## src/rtl/bundle_decoder_pkg.sv

```systemverilog
// Shared types and helpers for the restoring-bundle decoder and related organ blocks.
// Pure package: no logic or timing of its own.
package bundle_decoder_pkg;

  typedef enum logic [1:0] {DEC_ZERO, DEC_ONE, DEC_AMBIG} dec_class_e;

  // Widest statistics counter that sat_inc can handle.
  localparam int SAT_MAX_W = 64;

  function automatic int popcount_width(input int n);
    return $clog2(n + 1);
  endfunction

  // Increment that sticks at the all-ones value of a 'width'-bit counter.
  function automatic logic [SAT_MAX_W-1:0] sat_inc(input logic [SAT_MAX_W-1:0] value,
                                                   input int unsigned width);
    logic [SAT_MAX_W-1:0] max_val;
    max_val = (width >= SAT_MAX_W) ? {SAT_MAX_W{1'b1}}
                                   : ((64'd1 << width) - 64'd1);
    return (value >= max_val) ? max_val : value + 64'd1;
  endfunction

endpackage

```

## src/rtl/bundle_popcount.sv

```systemverilog
// Combinational popcount of an N-wire bundle; zero latency, no handshake.
// Output is wide enough to hold N itself.
module bundle_popcount
  import bundle_decoder_pkg::*;
#(
  parameter int N = 10,
  localparam int PW = popcount_width(N)
) (
  input  logic [N-1:0]  bits,
  output logic [PW-1:0] count
);

  always_comb begin
    count = '0;
    for (int i = 0; i < N; i++) begin
      count = count + PW'(bits[i]);
    end
  end

endmodule

```

## src/rtl/bundle_decoder.sv

```systemverilog
// Thresholded-popcount decoder for a restoring wire bundle with saturating error statistics.
// Two-stage pipeline, 2-cycle latency, accepts one bundle every cycle, no backpressure.
module bundle_decoder
  import bundle_decoder_pkg::*;
#(
  parameter int N         = 10,
  parameter int THRESH_HI = 7,
  parameter int THRESH_LO = 3,
  parameter int CNT_W     = 32,
  localparam int PW = popcount_width(N)
) (
  input  logic             clk,
  input  logic             reset_n,
  input  logic [N-1:0]     bundle_i,
  input  logic             bundle_valid_i,
  input  logic             expected_i,
  input  logic             clear_i,
  output logic             bit_o,
  output logic             ambiguous_o,
  output logic [PW-1:0]    popcount_o,
  output logic             valid_o,
  output logic [CNT_W-1:0] samples_o,
  output logic [CNT_W-1:0] errors_o,
  output logic [CNT_W-1:0] ambig_cnt_o
);

  if (THRESH_LO < 0 || THRESH_LO >= THRESH_HI || THRESH_HI > N) begin : g_bad_thresh
    $error("bundle_decoder: thresholds must satisfy 0 <= THRESH_LO < THRESH_HI <= N");
  end
  if (CNT_W < 1 || CNT_W > SAT_MAX_W) begin : g_bad_cnt_w
    $error("bundle_decoder: CNT_W out of supported range");
  end

  localparam logic [PW-1:0] HI_P = PW'(THRESH_HI);
  localparam logic [PW-1:0] LO_P = PW'(THRESH_LO);
  localparam logic [PW:0]   N_P  = (PW + 1)'(N);

  logic [PW-1:0] pop_now;
  logic [PW-1:0] s1_pop;
  logic          s1_exp;
  logic          s1_valid;
  dec_class_e    cls;
  logic          dec_bit;

  bundle_popcount #(.N(N)) u_popcount (
    .bits  (bundle_i),
    .count (pop_now)
  );

  // Gate data with valid so idle-cycle garbage never reaches the statistics path.
  always_ff @(posedge clk) begin
    if (!reset_n) begin
      s1_valid <= 1'b0;
      s1_pop   <= '0;
      s1_exp   <= 1'b0;
    end else begin
      s1_valid <= bundle_valid_i;
      s1_pop   <= bundle_valid_i ? pop_now : '0;
      s1_exp   <= bundle_valid_i & expected_i;
    end
  end

  always_comb begin
    cls     = DEC_AMBIG;
    dec_bit = 1'b0;
    if (s1_pop >= HI_P) begin
      cls     = DEC_ONE;
      dec_bit = 1'b1;
    end else if (s1_pop <= LO_P) begin
      cls     = DEC_ZERO;
      dec_bit = 1'b0;
    end else begin
      // Inside the band fall back to strict majority; a tie reads as 0.
      cls     = DEC_AMBIG;
      dec_bit = ({s1_pop, 1'b0} > N_P);
    end
  end

  always_ff @(posedge clk) begin
    if (!reset_n) begin
      valid_o     <= 1'b0;
      bit_o       <= 1'b0;
      ambiguous_o <= 1'b0;
      popcount_o  <= '0;
    end else begin
      valid_o <= s1_valid;
      if (s1_valid) begin
        bit_o       <= dec_bit;
        ambiguous_o <= (cls == DEC_AMBIG);
        popcount_o  <= s1_pop;
      end
    end
  end

  function automatic logic [CNT_W-1:0] bump(input logic [CNT_W-1:0] value);
    return CNT_W'(sat_inc(SAT_MAX_W'(value), CNT_W));
  endfunction

  always_ff @(posedge clk) begin
    if (!reset_n || clear_i) begin
      samples_o   <= '0;
      errors_o    <= '0;
      ambig_cnt_o <= '0;
    end else if (s1_valid) begin
      samples_o <= bump(samples_o);
      if (dec_bit != s1_exp) begin
        errors_o <= bump(errors_o);
      end
      if (cls == DEC_AMBIG) begin
        ambig_cnt_o <= bump(ambig_cnt_o);
      end
    end
  end

endmodule

```

## config.mk

```make
export PLATFORM = sky130hd
export DESIGN_NAME = bundle_decoder
export DESIGN_NICKNAME = d
export VERILOG_FILES = /design/src/rtl/bundle_decoder_pkg.sv /design/src/rtl/bundle_popcount.sv /design/src/rtl/bundle_decoder.sv
export SDC_FILE = /design/constraint.sdc
export NUM_CORES = 1
export LEC_CHECK = 0
export ABC_AREA = 1
export BUFFER_PORTS_ARGS = -buffer_cell sky130_fd_sc_hd__buf_4
export CORE_AREA = 8 8 144 146
export CTS_CLUSTER_SIZE = 8
export DETAILED_ROUTE_END_ITERATION = 6
export DIE_AREA = 0 0 152 154
export GPL_ROUTABILITY_DRIVEN = 1
export HOLD_SLACK_MARGIN = 0.08
export MAX_ROUTING_LAYER = met4
export SYNTH_ARGS = -nofsm -noshare
export SYNTH_HDL_FRONTEND = slang
export SYNTH_SLANG_ARGS = --single-unit
```

## constraint.sdc

```tcl
create_clock -name clk -period 9.5 [get_ports clk]
set_input_delay 0.95 -clock clk [delete_from_list [all_inputs] [get_ports clk]]
set_output_delay 0.95 -clock clk [all_outputs]
set_load 0.05 [all_outputs]
```

==> metrics.yaml, run 1 <==
status:
  outcome: "finished, final reports clean"
clock_network:
  cts.sinks: 109
  hold_buffers: 0
  clock_latency_ns: 0.36
  cts_tree: "built"
  numCtsBuffers: 9
  clock_path_buffers: 2
  post_cts_buffers: 0
  htreeDepth: 3
  path_clk_slew_ns: 0.07
  cts_root_buf: "clkbuf_16"
  cts_resized: 0
pwr:
  p_per_area_mw_per_mm2: 123
  peakVddDrop_mv: 0.0879
  leakage_uw: 0.00339
timing:
  finalMaxSlewViolations: 0
  worst_pin_slew_ns: 0.650
  hold_violations: 0
  fin_crit_sh_pct: 37.6
  setup_tns_ns: 0
  max_freq_mhz: 280
  period_needed_ns: 3.58
  finalSetupViolCount: 0
  fin_skew_ns: 0.0105
  rsz0062_at_grt: "no"
  relSlewSlack_pct: 56.6
global_route:
  grt_pass1_wl_um: 30200
  grt.total_usage_pct: 15.9
  grt_antenna_before_repair: 0
  grt_pass1_vias: 6145
  overflow: 0
  grt_max_degree: 38
critical_path:
  start_kind: "input port"
  worstPathCellList: "buf_4 > ha_1 > inv_1 > fa_1 > fa_1 > fa_1 > fa_1 > fa_1 > xor2_1 > nor2_1"
  crit_family: "adder cells"
  crit_fanout: 2
  critPathCaptureType: "register"
  crit_top_cell: "fa_1"
  critPathMaxStageDelay_ns: 0.52
  crit_buf_inv: 2
  cp.arrival_ns: 3.82
  worstSetupPathType: "input port to register"
  worstSetupPathDepth: 10
  crit_slowest_cell: "fa_1"
  required_ns: 9.74
  r2r_cells: 8
routing:
  wl_per_cell_um: 13.6
  drcViolationCount: 0
  dr.first_iter.drc_count: 306
  viasPerCell: 4.76
  postRouteAntennaNets: 0
  wirelength_um: 18100
  firstDrtPassIters: 4
  num_vias: 6312
cells_and_area:
  final_area_sq_mm: 0.00773
  final_common_cell: "nand2_1"
  drive_gt1_share_pct: 15.3
  diodes: 0
  register_area_sq_mm: 0.00218
  layout_common_cells: "nand2_1, nor2_1, inv_1"
  n_fill_cell: 1964
  syn2layout_area_growth_pct: 22.4
  layout.nets: 1117
  multi_input_area_sq_mm: 0.00352
floorplanning:
  fp.dieW_um: 152
  die_h_um: 154
  core_sq_mm: 0.0185
  dieArea_sq_mm: 0.0234
  rows: 50
  initial_utilization_pct: 34.2
  io_pins: 118
placement:
  placed_cell_area_sq_mm: 0.00740
  io_buffers: 117
  gp_congestion: 0.869
  dpl.hpwl_um: 13700
synth:
  synth_edf_count: 0
  synth_seq_cells: 109
  ys_warn_count: 0
  async_flop_share_pct: 0
  syn_area_per_cell_sq_um: 6.47
  seq_area_frac_synth_pct: 34.6
  yosysUniqueCellTypes: 34
  synth_flop_cell: "dfxtp_1"
  netlist_instances: 976
  synth_nets: 1005
  netlist_area_sq_mm: 0.00631
min_path:
  hold_class: "register to register"
  min_path_cells: 2
job:
  maxCapViolations: 0
==> power breakdown <==
part / internal, uW / leakage, uW / switching (uW)
combinational: 23.2 / 0.00236 / 41.4
sequential: 462 / 0.000880 / 4.95
clock: 239 / 0.000152 / 184
total: 724 / 0.00339 / 230
==> metal layers <==
metal,GRT usage (%),share of wire [%],up-vias,wire length [um]
met4,5.81,1.6,0,290
met5,-,0,-,0
met2,25.8,47,132,8410
met1,19.7,47,2869,8550
met3,2.75,4.5,19,810
li1,-,-,3292,-
==> synth_stat cells, types with 6 or more instances <==
cell	instances	area (sq um)
dfxtp_1	109	2180
xnor2_1	20	175
nor2_2	16	100
nand3b_1	11	82.6
nor3_1	12	60.1
clkbuf_1	8	30.0
nand2_1	271	1020
nand3_1	91	455
xor2_1	18	158
nor2_1	141	529
o21ai_0	13	65.1
fa_1	6	120
a21oi_1	58	290
ha_1	8	100
nand4_1	20	125
inv_1	133	499
==> cell families after synthesis <==
kind of cell	after synthesis	synth area share [%]
compound gates	82	6.84
xor+xnor	38	5.27
mux	1	0.159
fa+ha+maj	14	3.49
buf+inv	155	9.79
simple gates	577	39.9
flops	109	34.6
==> cell type report <==
class / count / area share, %
Multi-Input combinational cell: 712 / 45.5
Sequential cell: 109 / 28.2
Timing Repair Buffer: 120 / 11.7
Inverter: 136 / 6.60
Tap cell: 234 / 3.79
Clock buffer: 11 / 3.14
Clock inverter: 5 / 1.08
==> flip-flops by register name, summed over array words and instances (netlist names) <==
name	cells
s1_pop	4
samples_o	32
ambiguous_o	1
popcount_o	4
s1_valid	1
s1_exp	1
valid_o	1
ambig_cnt_o	32
errors_o	32
bit_o	1
==> worst min-delay path: stages, from the launching register on <==
cell	delay (ns)
dfxtp_1	0.32
nand2_1	0.06
a21oi_1	0.06
==> stage by stage <==
stage	utilization, %	power, uW	hold WS [ns]	instances	setup slack [ns]
final	41.9	954	0.481	1327	5.92
after global routing	41.9	990	0.501	1327	5.81
after CTS	41.9	966	0.486	1327	5.90
after detailed placement	40.1	544	0.475	1311	5.52
after global placement	40.1	541	0.473	1311	5.61
after floorplan	-	522	0.455	976	5.80
==> worst paths after layout <==
| check | start | endpoint | slack (ns) |
|---|---|---|---|
| hold reg to reg | ambiguous_o | ambiguous_o | 0.48 |
| hold / removal | ambiguous_o | ambiguous_o | 0.48 |
| setup reg to reg | s1_valid | ambig_cnt_o[25] | 6.88 |
| setup / recovery | bundle_i[0] | s1_pop[2] | 5.92 |
(Power assumes the default switching activity.)
==> run 2: changes to the inputs <==
Clock period 9.5 ns to 3.2 ns, I/O delays scaled along.
==> run 2 against run 1 <==
  * Register-to-register slack worse by 5.9 ns
  * Clock power grew to 2.6 times the previous value
  * Clock skew is 0.0037 ns higher
  * Largest power group unchanged
  * Combinational power grew to 3.0 times the previous value
  * Hold slack worse by 0.28 ns
  * Sequential power grew to 3.0 times the previous value
==> metrics.yaml, run 2 (same netlist as run 1, synthesis figures left out) <==
timing:
  hold_violations: 0  # unchanged
  fin_ws_ns: 0.270  # was 5.92 ns
  max_freq_mhz: 341
  relSlewSlack_pct: 46.9  # was 56.6%
  finalMaxSlewViolations: 0  # unchanged
  fin_crit_sh_pct: 91.6
  rsz0062_at_grt: "no"  # unchanged
  period_needed_ns: 2.93
  setup_tns_ns: 0  # unchanged
  finalSetupViolCount: 0  # unchanged
  hold_ws_ns: 0.197  # was 0.481 ns
  worst_pin_slew_ns: 0.795  # was 0.650 ns
  fin_skew_ns: 0.0141  # was 0.0105 ns
critical_path:
  crit_top_cell: "fa_1"  # unchanged
  start_kind: "input port"  # unchanged
  critPathCaptureType: "register"  # unchanged
  crit_buf_inv: 2  # unchanged
  cp.arrival_ns: 3.18  # was 3.82 ns
  crit_fanout: 2  # unchanged
  worstSetupPathType: "input port to register"  # unchanged
  required_ns: 3.45  # was 9.74 ns
  critPathMaxStageDelay_ns: 0.53  # was 0.52 ns
  r2r_cells: 8  # unchanged
  worstSetupPathDepth: 10  # unchanged
  worstPathCellList: "buf_4 > ha_1 > inv_1 > fa_1 > fa_1 > fa_1 > fa_1 > fa_1 > xor2_1 > nor2_1"  # unchanged
  crit_slowest_cell: "fa_1"  # unchanged
  crit_family: "adder cells"  # unchanged
cells_and_area:
  n_fill_cell: 1984  # was 1964
  multi_input_area_sq_mm: 0.00352  # unchanged
  register_area_sq_mm: 0.00218  # unchanged
  drive_gt1_share_pct: 15.5  # was 15.3%
  syn2layout_area_growth_pct: 22.2  # was 22.4%
  layout_common_cells: "nand2_1, nor2_1, inv_1"  # unchanged
  layout.nets: 1120  # was 1117
  post-route-util_pct: 41.8  # was 41.9%
  diodes: 0  # unchanged
  final_common_cell: "nand2_1"  # unchanged
  biggestRegsByFlops: "ambig_cnt_o x32, errors_o x32, samples_o x32"  # unchanged
routing:
  topRoutingLayerUsed: "met4"  # unchanged
  m1WireLength_um: 8840  # was 8550 um
  wl_met2_um: 8330  # was 8410 um
  num_vias: 6310  # was 6312
  met3_length_um: 697  # was 810 um
  wirelength_um: 18200  # was 18100 um
  viasPerCell: 4.74  # was 4.76
  wl_per_cell_um: 13.7  # was 13.6 um
  dr.first_iter.drc_count: 399  # was 306
  firstDrtPassIters: 5  # was 4
  drcViolationCount: 0  # unchanged
  postRouteAntennaNets: 0  # unchanged
min_path:
  hold_class: "input port to register"  # was register to register
  min_path_cells: 3  # was 2
clock_network:
  numCtsBuffers: 9  # unchanged
  hold_buffers: 0  # unchanged
  cts_resized: 0  # unchanged
  cts_root_buf: "clkbuf_16"  # unchanged
  htreeDepth: 3  # unchanged
  post_cts_buffers: 0  # unchanged
  path_clk_slew_ns: 0.07  # about the same
  cts_tree: "built"  # unchanged
  clock_path_buffers: 2  # unchanged
  clock_latency_ns: 0.36  # about the same
  cts.sinks: 109  # unchanged
floorplanning:
  dieArea_sq_mm: 0.0234  # unchanged
  initial_utilization_pct: 34.2  # unchanged
  fp.dieW_um: 152  # unchanged
  io_pins: 118  # unchanged
  core_sq_mm: 0.0185  # unchanged
  rows: 50  # unchanged
  die_h_um: 154  # unchanged
placement:
  dpl.hpwl_um: 13800  # was 13700 um
  preCtsSetupSlack_ns: -0.107  # was 5.52 ns
  io_buffers: 117  # unchanged
  gp_congestion: 0.868  # was 0.869
job:
  maxCapViolations: 0  # unchanged
global_route:
  grt_pass1_wl_um: 30500  # was 30200 um
  grt.total_usage_pct: 16.1  # was 15.9%
  overflow: 0  # unchanged
  grt_antenna_before_repair: 0  # unchanged
  grt_pass1_vias: 6046  # was 6145
  grt_max_degree: 41  # was 38
pwr:
  leakage_uw: 0.00339  # about the same
  p_per_area_mw_per_mm2: 349  # was 123 mW/mm^2
  peakVddDrop_mv: 0.232  # was 0.0879 mV
status:
  outcome: "finished, final reports clean"  # unchanged
run 2: tightest hold or removal path: stages:
cell    delay (ns)
buf_4         0.08
inv_1         0.03
nor2_1        0.09
run 2: worst paths after layout:
| path | startpoint | to | slack (ns) |
|---|---|---|---|
| setup reg to reg | s1_valid | samples_o[26] | 0.95 |
| setup / recovery | bundle_i[0] | s1_pop[2] | 0.27 |
| hold reg to reg | ambiguous_o | ambiguous_o | 0.47 |
| hold / removal | expected_i | s1_exp | 0.20 |
run 2: area by class of cell:
| class | instances | area share [%] |
|---|---|---|
| Sequential cell | 109 | 28.3 |
| Inverter | 136 | 6.62 |
| Tap cell | 234 | 3.80 |
| Timing Repair Buffer | 123 | 12.0 |
| Clock inverter | 5 | 0.584 |
| Multi-Input combinational cell | 712 | 45.6 |
| Clock buffer | 11 | 3.15 |
run 2: stage by stage:
step | std cells | cell area [sq um] | power (uW)
finish | 1330 | 7710 | 2700
global route | 1330 | 7710 | 2820
CTS | 1330 | 7710 | 2740
detailed placement | 1314 | 7430 | 1620
global placement | 1314 | 7430 | 1610
floorplan | 976 | 6310 | 1550
run 2: report_power, final:
part	internal (uW)	switching, uW
logic	71.2	125
clock network	561	554
registers	1370	13.3
run 2: layer usage:
metal / global-route usage, % / vias up
met5: - / -
met4: 6.38 / 0
met3: 2.58 / 24
met2: 25.3 / 129
met1: 20.5 / 2854
li1: - / 3303
